## config.mk

```make
export PLATFORM = sky130hd
export DESIGN_NAME = serial_deserializer_flat
export DESIGN_NICKNAME = d
export VERILOG_FILES = /design/src/rtl/serial_deserializer_pkg.sv /design/src/rtl/serial_deserializer_if.sv /design/src/rtl/serial_deserializer_sipo_shift_core.sv /design/src/rtl/serial_deserializer.sv /design/src/flat_wrapper.sv
export SDC_FILE = /design/constraint.sdc
export NUM_CORES = 1
export LEC_CHECK = 0
export ABC_CLOCK_PERIOD_IN_PS = 3600
export CORE_MARGIN = 5
export CORE_UTILIZATION = 59
export CTS_BUF_LIST = sky130_fd_sc_hd__clkbuf_8
export DETAILED_ROUTE_END_ITERATION = 8
export PLACE_DENSITY_LB_ADDON = 0.2
export SYNTH_ARGS = -nofsm -noshare
export SYNTH_HDL_FRONTEND = slang
export SYNTH_SLANG_ARGS = --single-unit
```

## constraint.sdc

```tcl
create_clock -name clk -period 3.6 [get_ports clk]
set_input_delay 0.9 -clock clk [delete_from_list [all_inputs] [get_ports clk]]
set_output_delay 0.9 -clock clk [all_outputs]
set_load 0.1 [all_outputs]
```

## src/rtl/serial_deserializer_pkg.sv

```systemverilog
// Shared types and constants for the serial deserializer.
//   state_t   : receive FSM states (IDLE between words, COLLECT mid-word)
//   ORDER_*   : encoding of the captured bit order (matches lsb_first)
package serial_deserializer_pkg;

  typedef enum logic {
    IDLE    = 1'b0,
    COLLECT = 1'b1
  } state_t;

  localparam logic ORDER_MSB = 1'b0;
  localparam logic ORDER_LSB = 1'b1;

endpackage

```

## src/rtl/serial_deserializer_if.sv

```systemverilog
// Serial link plus word output handshake of the deserializer.
//   lsb_first, sin, sin_valid, frame_start : serial side, driven by the sender
//   dout, dout_valid                      : completed word, driven by the deserializer
//   dout_ready                            : consumer acceptance
// master = sender/consumer side, slave = deserializer side.
interface serial_deserializer_if #(
  parameter int unsigned WIDTH = 8
);

  logic             lsb_first;
  logic             sin;
  logic             sin_valid;
  logic             frame_start;
  logic [WIDTH-1:0] dout;
  logic             dout_valid;
  logic             dout_ready;

  modport master (
    output lsb_first, sin, sin_valid, frame_start, dout_ready,
    input  dout, dout_valid
  );

  modport slave (
    input  lsb_first, sin, sin_valid, frame_start, dout_ready,
    output dout, dout_valid
  );

endinterface

```

## src/rtl/serial_deserializer_sipo_shift_core.sv

```systemverilog
// Shift register plus bit counter of the deserializer (sipo_shift_core).
//   clk, reset : clock, async active-high reset
//   clear      : synchronous clear of shift register and counter
//   restart    : drop the partial word before this cycle's bit (frame_start)
//   shift_en   : shift sin in this cycle
//   order      : bit order used for this cycle's shift (ORDER_MSB / ORDER_LSB)
//   sin        : serial bit
//   word_done  : this cycle's bit completes a word (combinational)
//   word       : shift register contents including this cycle's bit (combinational)
module serial_deserializer_sipo_shift_core
  import serial_deserializer_pkg::*;
#(
  parameter int unsigned WIDTH = 8
) (
  input  logic             clk,
  input  logic             reset,
  input  logic             clear,
  input  logic             restart,
  input  logic             shift_en,
  input  logic             order,
  input  logic             sin,
  output logic             word_done,
  output logic [WIDTH-1:0] word
);

  localparam int unsigned CNT_W = $clog2(WIDTH);

  logic [WIDTH-1:0] sr_q, sr_d, sr_base;
  logic [CNT_W-1:0] cnt_q, cnt_d, cnt_base;

  // Next shift/count value; restart makes this cycle's bit bit 0 of a fresh word.
  always_comb begin
    sr_base   = restart ? '0 : sr_q;
    cnt_base  = restart ? '0 : cnt_q;
    sr_d      = sr_base;
    cnt_d     = cnt_base;
    word_done = 1'b0;
    if (shift_en) begin
      case (order)
        ORDER_MSB: sr_d = {sr_base[WIDTH-2:0], sin};
        ORDER_LSB: sr_d = {sin, sr_base[WIDTH-1:1]};
        default:   sr_d = sr_base;
      endcase
      if (cnt_base == CNT_W'(WIDTH - 1)) begin
        word_done = 1'b1;
        cnt_d     = '0;
      end else begin
        cnt_d = cnt_base + CNT_W'(1);
      end
    end
    if (clear) begin
      sr_d      = '0;
      cnt_d     = '0;
      word_done = 1'b0;
    end
  end

  // The holding register loads on the same edge as the final bit, so expose
  // the post-shift value rather than the register.
  assign word = sr_d;

  always_ff @(posedge clk or posedge reset) begin
    if (reset) begin
      sr_q  <= '0;
      cnt_q <= '0;
    end else begin
      sr_q  <= sr_d;
      cnt_q <= cnt_d;
    end
  end

endmodule

```

## src/rtl/serial_deserializer.sv

```systemverilog
// Serial-in/parallel-out receiver with valid/ready word output.
//   clk, reset : clock, async active-high reset
//   clear      : synchronous clear of all datapath state and overrun
//   bus        : serial input and word output handshake (slave side)
//   overrun    : sticky, a completed word was dropped while dout was held
//   busy       : a partial word is in progress
module serial_deserializer
  import serial_deserializer_pkg::*;
#(
  parameter int unsigned WIDTH = 8
) (
  input  logic                  clk,
  input  logic                  reset,
  input  logic                  clear,
  serial_deserializer_if.slave  bus,
  output logic                  overrun,
  output logic                  busy
);

  state_t           state_q, state_d;
  logic             order_q, order_d;
  logic             first_bit;
  logic             shift_order;
  logic             word_done;
  logic [WIDTH-1:0] word;

  logic [WIDTH-1:0] dout_q, dout_d;
  logic             dout_valid_q, dout_valid_d;
  logic             overrun_q, overrun_d;
  logic             accept, load, drop;

  serial_deserializer_sipo_shift_core #(
    .WIDTH(WIDTH)
  ) u_core (
    .clk      (clk),
    .reset    (reset),
    .clear    (clear),
    .restart  (bus.frame_start),
    .shift_en (bus.sin_valid),
    .order    (shift_order),
    .sin      (bus.sin),
    .word_done(word_done),
    .word     (word)
  );

  // FSM state and captured bit order.
  always_ff @(posedge clk or posedge reset) begin
    if (reset) begin
      state_q <= IDLE;
      order_q <= ORDER_MSB;
    end else begin
      state_q <= state_d;
      order_q <= order_d;
    end
  end

  // Next state; bit order is sampled only on bit 0 of a word.
  always_comb begin
    state_d     = state_q;
    order_d     = order_q;
    first_bit   = 1'b0;
    shift_order = order_q;
    if (clear) begin
      state_d = IDLE;
    end else begin
      first_bit = bus.sin_valid && ((state_q == IDLE) || bus.frame_start);
      if (first_bit) begin
        order_d     = bus.lsb_first;
        shift_order = bus.lsb_first;
      end
      if (bus.sin_valid) begin
        state_d = word_done ? IDLE : COLLECT;
      end else if (bus.frame_start) begin
        state_d = IDLE;
      end
    end
  end

  // Holding register, handshake and overrun; a word completing while the
  // previous one is still held and not being accepted is dropped.
  always_comb begin
    accept       = dout_valid_q && bus.dout_ready;
    load         = word_done && (!dout_valid_q || bus.dout_ready);
    drop         = word_done && dout_valid_q && !bus.dout_ready;
    dout_d       = dout_q;
    dout_valid_d = dout_valid_q;
    overrun_d    = overrun_q;
    if (clear) begin
      dout_d       = '0;
      dout_valid_d = 1'b0;
      overrun_d    = 1'b0;
    end else begin
      if (load) begin
        dout_d       = word;
        dout_valid_d = 1'b1;
      end else if (accept) begin
        dout_valid_d = 1'b0;
      end
      if (drop) begin
        overrun_d = 1'b1;
      end
    end
  end

  always_ff @(posedge clk or posedge reset) begin
    if (reset) begin
      dout_q       <= '0;
      dout_valid_q <= 1'b0;
      overrun_q    <= 1'b0;
    end else begin
      dout_q       <= dout_d;
      dout_valid_q <= dout_valid_d;
      overrun_q    <= overrun_d;
    end
  end

  assign bus.dout       = dout_q;
  assign bus.dout_valid = dout_valid_q;
  assign overrun        = overrun_q;
  assign busy           = (state_q == COLLECT);

endmodule

```

## src/flat_wrapper.sv

```systemverilog
// flat-port wrapper written by rule: the top's interface ports become plain ports
module serial_deserializer_flat import serial_deserializer_pkg::*;
#(
  parameter int unsigned WIDTH = 8
)
  (clk, reset, clear, overrun, busy, bus_lsb_first, bus_sin, bus_sin_valid, bus_frame_start, bus_dout_ready, bus_dout, bus_dout_valid);
  serial_deserializer_if #(.WIDTH(WIDTH)) bus_i ();
  input  logic clk;
  input  logic reset;
  input  logic clear;
  output logic overrun;
  output logic busy;
  input wire logic [$bits(bus_i.lsb_first)-1:0] bus_lsb_first;
  input wire logic [$bits(bus_i.sin)-1:0] bus_sin;
  input wire logic [$bits(bus_i.sin_valid)-1:0] bus_sin_valid;
  input wire logic [$bits(bus_i.frame_start)-1:0] bus_frame_start;
  input wire logic [$bits(bus_i.dout_ready)-1:0] bus_dout_ready;
  output wire logic [$bits(bus_i.dout)-1:0] bus_dout;
  output wire logic [$bits(bus_i.dout_valid)-1:0] bus_dout_valid;
  assign bus_i.lsb_first = bus_lsb_first;
  assign bus_i.sin = bus_sin;
  assign bus_i.sin_valid = bus_sin_valid;
  assign bus_i.frame_start = bus_frame_start;
  assign bus_i.dout_ready = bus_dout_ready;
  assign bus_dout = bus_i.dout;
  assign bus_dout_valid = bus_i.dout_valid;
  serial_deserializer #(.WIDTH(WIDTH)) u_core (.clk(clk), .reset(reset), .clear(clear), .bus(bus_i), .overrun(overrun), .busy(busy));
endmodule
```

== Word-level counts from Yosys, hierarchy flattened ==
Index checks and enable logic that the tools add are counted.

* Bitwise operators: 2
* Add/sub/neg operators: 1
* Eq/ne operators: 1
* Reductions and logical operators: 13
* Mux-type cells: 24

{| class="wikitable"
|+ Operators by type and width
! cell !! number
|-
| $mux 8 || 5
|-
| $pmux 8 s2 || 1
|-
| $mux 1 || 14
|-
| $mux 3 || 4
|-
| $reduce_bool 3->1 || 2
|-
| $logic_and 1x1->1 || 5
|-
| $reduce_bool 2->1 || 2
|-
| $add 3x1->3 const B || 1
|-
| $eq 3x3->1 const B || 1
|-
| $logic_not 1->1 || 2
|-
| $logic_or 1x1->1 || 2
|-
| $not 1->1 || 2
|}

* Input port bits: 8
* Output and inout port bits: 11
* Logic and storage cells: 48
* Register bits: 23

== Logic depth before layout (Yosys ltp) ==
Gate-level depths: netlist of run 1.

* Depth after elaboration: 11
* Mapped depth: 7
* Mapped depth without buffers: 6

== Modules after synthesis ==
From an unflattened synthesis of run 1, not the netlist that was laid out.

* Cells, all modules: 112
* Area total of the unflattened synthesis: 1221.2 um2

{| class="wikitable"
|+ By module, submodules not included
! module !! seq. area each (um2) !! cells each !! area each (um2) !! instances
|-
| serial_deserializer_sipo_shift_core || 275.3 || 61 || 620.6 || 1
|-
| serial_deserializer || 300.3 || 51 || 600.6 || 1
|}

== Worst setup path after synthesis of run 1 ==
OpenSTA, ideal clock, no wires.

* Path type: input port to flip-flop
* From: in bus_frame_start
* To: reg u_core.dout_q[5], in the netlist u_core.bus.dout[5]
* Arrival time: 1.970 ns
* Library setup time: 0.087 ns
* Setup slack: 1.543 ns
* Required time: 3.513 ns
* Stages: 6
* Cell sequence: nor2b_1 > ha_1 > ha_1 > a31oi_1 > nand2_1 > o211ai_1

* Word-level cells in the longest chain between the ends: 10

{| class="wikitable"
|+ Ends and longest elaborated chain
! what !! RTL line !! RTL
|-
| start: declaration || flat_wrapper.sv:16 || <nowiki>input wire logic [$bits(bus_i.frame_start)-1:0] bus_frame_start;</nowiki>
|-
| $logic_or 1x1->1 || serial_deserializer.sv:66 || <nowiki>first_bit = bus.sin_valid && ((state_q == IDLE) || bus.frame_start);</nowiki>
|-
| $logic_and 1x1->1 || serial_deserializer.sv:66 ||
|-
| $mux 1 || serial_deserializer.sv:67 || <nowiki>if (first_bit) begin</nowiki>
|-
| $mux 1 || serial_deserializer.sv:63 || <nowiki>if (clear) begin</nowiki>
|-
| $not 1->1 || serial_deserializer_sipo_shift_core.sv:39 || <nowiki>case (order)</nowiki>
|-
| $pmux 8 s2 || serial_deserializer_sipo_shift_core.sv:39 ||
|-
| $mux 8 || serial_deserializer_sipo_shift_core.sv:38 || <nowiki>if (shift_en) begin</nowiki>
|-
| $mux 8 || serial_deserializer_sipo_shift_core.sv:51 || <nowiki>if (clear) begin</nowiki>
|-
| $mux 8 || serial_deserializer.sv:93 || <nowiki>if (load) begin</nowiki>
|-
| $mux 8 || serial_deserializer.sv:88 || <nowiki>if (clear) begin</nowiki>
|-
| end signal: assignment || serial_deserializer.sv:111 || <nowiki>dout_q <= dout_d;</nowiki>
|-
| end: declaration || serial_deserializer.sv:27 || <nowiki>logic [WIDTH-1:0] dout_q, dout_d;</nowiki>
|}

Several ways; a longest one is shown, not always the timed one. The select of a mux whose other input is x is not followed.
A chain may end at the register's enable or synchronous reset.

== Worst setup path after layout of run 1 ==
* From: reg u_core.dout_q[2], in the netlist u_core.bus.dout[2]
* To: out bus_dout[2]

{| class="wikitable"
|+ RTL lines
! what !! RTL line !! RTL
|-
| end: declaration || flat_wrapper.sv:18 || <nowiki>output wire logic [$bits(bus_i.dout)-1:0] bus_dout;</nowiki>
|}

No word-level cell between the ends.

==> results.sh, run 1 <==
export IMPL_status="finished clean"
export IMPL_gp_congestion=0.844
export IMPL_postPlaceCellArea_sq_mm=0.00136
export IMPL_cts_tree="built"
export IMPL_syn_num_nets=134
export IMPL_die_x_um=55.1
export IMPL_drive_gt1_share_pct=16.5
export IMPL_clk_pin_slew_worst_paths_ps=80
export IMPL_rows=16
export IMPL_grt_pass1_vias=930
export IMPL_crit_family="buffers and inverters"
export IMPL_synth_seq_cells=23
export IMPL_grt_ovfl_total=0
export IMPL_ctsHoldBuffers=0
export IMPL_layout_common_cells="23 x dfrtp_1, 13 x nand2_1, 12 x o211ai_1"
export IMPL_synth_area_sq_mm=0.00120
export IMPL_comb_power_share_pct=14.3
export IMPL_worst_slew_pin_slew_ps=975
export IMPL_postCtsResizedCells=0
export IMPL_drcViolationCount=0
export IMPL_required_ps=2700
export IMPL_seqPwrFrac_pct=54.8
export IMPL_cts_sinks=23
export IMPL_chipHeight_um=55.1
export IMPL_port_buffers=18
export IMPL_maxSlewViolCount=0
export IMPL_core_area_sq_mm=0.00194
export IMPL_wl_um=2550
export IMPL_ctsLongestPathBuffers=2
export IMPL_drv_cap=0
export IMPL_worst_slack_ps=941
export IMPL_ys_seq_area_share_pct=47.9
export IMPL_crit_path_max_incr_delay_ps=1140
export IMPL_yosys_warnings=0
export IMPL_critPathBufInv=1
export IMPL_endpoint_kind="primary output"
export IMPL_firstDrtPassIters=4
export IMPL_cellLeakagePower_nw=0.588
export IMPL_hold_path_depth=2
export IMPL_pre_cts_ws_ps=749
export IMPL_fmax_mhz=376
export IMPL_clock_power_share_pct=30.9
export IMPL_cp_depth=1
export IMPL_critPathLaunchType="flop"
export IMPL_power_density_mw_per_mm2=352
export IMPL_slew_headroom_pct=34.8
export IMPL_clock_skew_ps=3.03
export IMPL_htree_levels=1
export IMPL_io_pins=19
export IMPL_period_needed_ps=2660
export IMPL_wire_per_inst_um=15.4
export IMPL_cts_setup_buffers=0
export IMPL_drtIter0Drc=56
export IMPL_grt_start_max_net_pins=25
export IMPL_power_w=0.000495
export IMPL_synth_cell_types=32
export IMPL_rsz0062_at_grt="no"
export IMPL_cp_max_fo=2
export IMPL_area_growth_pct=17.1
export IMPL_post_route_util_pct=72.4
export IMPL_clock_latency_ps=260
export IMPL_ir_drop_v=0.000258
export IMPL_timing_final_crit_share_pct=73.9
export IMPL_avgSynthCellArea_sq_um=9.69
export IMPL_netlist_instances=124
export IMPL_nNetsFinal=150
export IMPL_netSwitchingPower_w=0.000131
export IMPL_p_int_w=0.000365
export IMPL_vias=1010
export IMPL_setup_violations=0
export IMPL_hold_viol_final=0
export IMPL_fin_area_sq_mm=0.00141
export IMPL_reg2reg_depth=6
export IMPL_grt_util_all_layers_pct=20.1
export IMPL_ant_nets=0
export IMPL_routed_via_density=6.08
export IMPL_setup_tns_ps=0
export IMPL_antenna_cells=0
export IMPL_critPathKind="flop to primary output"
export IMPL_cts_buffers=3
export IMPL_dp_hpwl_um=1810
export IMPL_grt_pass1_wl_um=4270
export IMPL_start_util_pct=61.9
export IMPL_die_area_sq_mm=0.00304
export IMPL_antenna_found_initial=0
export IMPL_swShare_pct=26.4
export IMPL_crit_path_top_delay_cell="clkdlybuf4s50_1"
export IMPL_path_cells="clkdlybuf4s50_1"
export IMPL_cts_root_buf="clkbuf_8"
export IMPL_final_common_cell="dfrtp_1"
export IMPL_hold_class="flop to flop"
export IMPL_critical_path_arrival_ps=1760
==> through the flow <==
stage                     hold WS (ps)  std cells
final                              501        166
after global routing               527        166
after CTS                          506        166
after detailed placement           488        162
after global placement             480        162
after floorplan                    533        124
==> synth_stat cells (all sizes together) <==
master / n / share of area [%]
and4: 1 / 0.73
and2b: 1 / 0.83
a21boi: 1 / 0.94
ha: 2 / 2.1
and3: 1 / 0.94
nand3: 8 / 3.3
o21ai: 13 / 5.7
nand2b: 3 / 2.2
nand2: 13 / 4.1
buf: 5 / 2.5
a21oi: 3 / 1.2
dfrtp: 23 / 48
nor2: 7 / 2.4
a31oi: 7 / 3.6
o21a: 1 / 0.63
nor2b: 3 / 1.6
mux2: 1 / 0.94
o211ai: 12 / 7.5
a21bo: 1 / 0.83
a311oi: 2 / 2.0
o21ba: 1 / 0.83
nand4: 7 / 3.6
inv: 3 / 0.94
mux2i: 2 / 1.7
clkbuf: 3 / 0.94
==> flip-flops by register name (all words and copies together) (netlist names) <==
register	count
u_core.busy	1
u_core.order_q	1
u_core.bus.dout	8
u_core.bus.dout_valid	1
u_core.overrun	1
u_core.u_core.cnt_q	3
u_core.u_core.sr_q	8
==> metal layers <==
metal  GRT usage [%]  share of wire [%]  up-vias
met5               0                  0        -
met4            7.29                1.2        0
met3            2.41                5.1        6
met2            34.1                 48       39
met1            26.2                 46      473
li1                -                  -      492
==> power by group through the flow <==
stage	Sequential (W)	Clock, W	Combinational (W)
floorplan	0.000279	0	0.0000477
global placement	0.000276	0	0.0000672
detailed placement	0.000276	0	0.0000697
CTS	0.000271	0.000156	0.0000703
global route	0.000272	0.000168	0.0000778
finish	0.000271	0.000153	0.0000710
==> kinds of logic (layout without fill, tap and decap cells) <==
| kind of cell | count (synthesis) | in the layout | share of synthesized area [%] |
|---|---|---|---|
| simple gates | 44 | 44 | 19.7 |
| compound gates | 41 | 41 | 23.3 |
| flops | 23 | 23 | 47.9 |
| buf+inv | 11 | 26 | 4.37 |
| mux | 3 | 3 | 2.60 |
| fa+ha+maj | 2 | 2 | 2.08 |
==> layout make-up <==
| class | count | area, sq um |
|---|---|---|
| multi-input cells | 90 | 573 |
| fillers | 155 | 536 |
| clock inverters | 1 | 3.75 |
| well taps | 27 | 33.8 |
| repair buffers | 19 | 168 |
| inverters | 3 | 11.3 |
| clock buffers | 3 | 41.3 |
| flip-flops and latches | 23 | 576 |
==> worst paths after layout <==
path / from / to / slack (ps)
setup / recovery: u_core.bus.dout[2] / bus_dout[2] / 940
hold / removal: u_core.bus.dout[6] / u_core.bus.dout[6] / 500
setup reg to reg: u_core.u_core.cnt_q[1] / u_core.bus.dout[0] / 1840
hold reg to reg: u_core.bus.dout[6] / u_core.bus.dout[6] / 500
max in group asynchronous: reset / u_core.u_core.sr_q[7] / 1960
min in group asynchronous: reset / u_core.bus.dout[5] / 1110
Note: power is estimated with default switching activity, not from simulation.
==> run 2, diff against run 1 <==
--- a/config.mk
+++ b/config.mk
@@ -5,9 +5,9 @@
 export SDC_FILE = /design/constraint.sdc
 export NUM_CORES = 1
 export LEC_CHECK = 0
-export ABC_CLOCK_PERIOD_IN_PS = 3600
+export ABC_CLOCK_PERIOD_IN_PS = 2730
 export CORE_MARGIN = 5
-export CORE_UTILIZATION = 59
+export CORE_UTILIZATION = 55
 export CTS_BUF_LIST = sky130_fd_sc_hd__clkbuf_8
 export DETAILED_ROUTE_END_ITERATION = 8
 export PLACE_DENSITY_LB_ADDON = 0.2
==> constraint.sdc (replaced) <==
create_clock -name clk -period 2.73 [get_ports clk]
set_input_delay 0.6825 -clock clk [delete_from_list [all_inputs] [get_ports clk]]
set_output_delay 0.6825 -clock clk [all_outputs]
set_load 0.1 [all_outputs]
==> run 2 against run 1 <==
  * Sequential cell count stayed put
  * Sequential power grew 32%
  * Register-to-register slack got worse by 910 ps
  * Largest power group unchanged
  * Hold slack gained 1.7 ps
  * Final area is 1.7% higher
  * Setup slack worse by 640 ps
  * Final cell count increased by 3.0%
  * Routed wire length increased by 3.1%
==> results.sh, run 2 (synthesis gave the netlist of run 1 again) <==
export IMPL_p_int_w=0.000486
export IMPL_grt_start_max_net_pins=24
export IMPL_cts_root_buf="clkbuf_8"
export IMPL_drcViolationCount=0
export IMPL_timing_final_crit_share_pct=88.9
export IMPL_path_cells="clkdlybuf4s50_1 > nor2b_1 > ha_1 > ha_1 > and4_1 > nand2_1 > o211ai_1"
export IMPL_comb_power_share_pct=15.2
export IMPL_chipHeight_um=56.7
export IMPL_crit_start="bus_frame_start"
export IMPL_fmax_mhz=412
export IMPL_grt_util_all_layers_pct=18.3
export IMPL_maxSlewViolCount=0
export IMPL_setup_violations=0
export IMPL_required_ps=2900
export IMPL_clk_pin_slew_worst_paths_ps=80
export IMPL_power_w=0.000658
export IMPL_cts_setup_buffers=0
export IMPL_post_route_util_pct=66.6
export IMPL_crit_top_cell="ha_1"
export IMPL_nNetsFinal=154
export IMPL_slew_headroom_pct=66.8
export IMPL_cp_max_fo=12
export IMPL_endpoint_kind="flop"
export IMPL_start_util_pct=55.9
export IMPL_critPathBufInv=1
export IMPL_worst_slew_pin_slew_ps=496
export IMPL_reg2reg_depth=6
export IMPL_postCtsResizedCells=0
export IMPL_htree_levels=1
export IMPL_r2r_end="u_core.bus.dout[5]"
export IMPL_wire_per_inst_um=15.4
export IMPL_area_growth_pct=19.1
export IMPL_clock_latency_ps=260
export IMPL_cp_depth=7
export IMPL_crit_family="simple AND/OR/NAND/NOR gates"
export IMPL_ctsLongestPathBuffers=2
export IMPL_ctsHoldBuffers=0
export IMPL_layout_common_cells="23 x dfrtp_1, 16 x buf_4, 13 x nand2_1"
export IMPL_clock_skew_ps=1.15
export IMPL_final_common_cell="dfrtp_1"
export IMPL_dp_hpwl_um=1930
export IMPL_critPathLaunchType="input pin"
export IMPL_hold_class="flop to flop"
export IMPL_rows=17
export IMPL_period_needed_ps=2430
export IMPL_cts_tree="built"
export IMPL_antenna_cells=0
export IMPL_crit_path_top_delay_cell="clkdlybuf4s50_1"
export IMPL_io_pins=19
export IMPL_critical_path_arrival_ps=2600
export IMPL_swShare_pct=26.2
export IMPL_gp_congestion=0.807
export IMPL_routed_via_density=5.94
export IMPL_ir_drop_v=0.000341
export IMPL_ant_nets=0
export IMPL_grt_pass1_vias=1045
export IMPL_drtIter0Drc=12
export IMPL_vias=1015
export IMPL_drive_gt1_share_pct=21.0
export IMPL_seqPwrFrac_pct=54.3
export IMPL_hold_viol_final=0
export IMPL_endpoint="u_core.bus.dout[5]"
export IMPL_die_x_um=56.7
export IMPL_status="finished clean"
export IMPL_wl_um=2630
export IMPL_cts_buffers=3
export IMPL_die_area_sq_mm=0.00322
export IMPL_rsz0062_at_grt="no"
export IMPL_crit_path_max_incr_delay_ps=500
export IMPL_timing_rr_start="u_core.u_core.cnt_q[0]"
export IMPL_clock_power_share_pct=30.5
export IMPL_core_area_sq_mm=0.00215
export IMPL_power_density_mw_per_mm2=460
export IMPL_setup_tns_ps=0
export IMPL_grt_ovfl_total=0
export IMPL_netSwitchingPower_w=0.000172
export IMPL_firstDrtPassIters=4
export IMPL_critPathKind="input pin to flop"
export IMPL_cts_sinks=23
export IMPL_grt_pass1_wl_um=4640
export IMPL_r2r_slack_ps=930
export IMPL_port_buffers=18
export IMPL_cellLeakagePower_nw=0.614
export IMPL_antenna_found_initial=0
export IMPL_drv_cap=0
## run 2: cell types whose count changed in the layout (fill, tap and decap cells not counted), sizes merged
cell	change
buf	+7
clkdlybuf4s50	-3
## run 2: metal layers
| metal | vias up | track usage (%) | part of all wire [%] | routed length, um |
|---|---|---|---|---|
| li1 | 498 | - | - | - |
| met1 | 494 | 22.4 | 45 | 1170 |
| met2 | 19 | 30.4 | 50 | 1310 |
| met3 | 4 | 4.37 | 4.1 | 107 |
| met4 | 0 | 7.95 | 1.3 | 35 |
| met5 | - | 0 | 0 | 0 |
## run 2: final cells by class
type	instances	area (sq um)
clock buffer	3	41.3
clock inverter	1	3.75
fill	186	718
inverter	3	11.3
multi-input combinational	90	573
sequential	23	576
tap	28	35.0
timing repair buffer	23	190
## run 2: through the flow
stage	setup slack [ps]	area [sq um]	std cells	hold WS, ps
floorplan	854	1200	124	533
global placement	184	1390	167	487
detailed placement	91.2	1390	167	495
CTS	337	1430	171	513
global route	145	1430	171	536
finish	302	1430	171	503
## run 2: worst min path at each step
| stage | endpoint | start | depth (start not counted) | slack (ps) |
|---|---|---|---|---|
| 2_1_floorplan | u_core.bus.dout[1] | u_core.u_core.sr_q[0] | 2 | 530 |
| 3_3_place_gp | u_core.bus.dout[4] | u_core.bus.dout[4] | 2 | 490 |
| 3_5_place_dp | u_core.bus.dout[3] | u_core.bus.dout[3] | 2 | 490 |
| 4_1_cts | u_core.bus.dout[3] | u_core.bus.dout[3] | 2 | 510 |
| 5_1_grt | u_core.bus.dout[6] | u_core.bus.dout[6] | 2 | 540 |
| 6_report | u_core.bus.dout[3] | u_core.bus.dout[3] | 2 | 500 |
## run 2: power by group through the flow
stage               clock [W]  combinational [W]  sequential (W)
finish               0.000201          0.0000998        0.000357
global route         0.000225           0.000109        0.000359
CTS                  0.000206           0.000100        0.000357
global placement            0          0.0000967        0.000364
detailed placement          0          0.0000994        0.000364
floorplan                   0          0.0000629        0.000367
## run 2: worst reg2reg max path: stages, from the launching register on
cell	delay, ps
dfrtp_1	330
nor2b_1	200
ha_1	190
ha_1	230
and4_1	450
nand2_1	140
o211ai_1	180
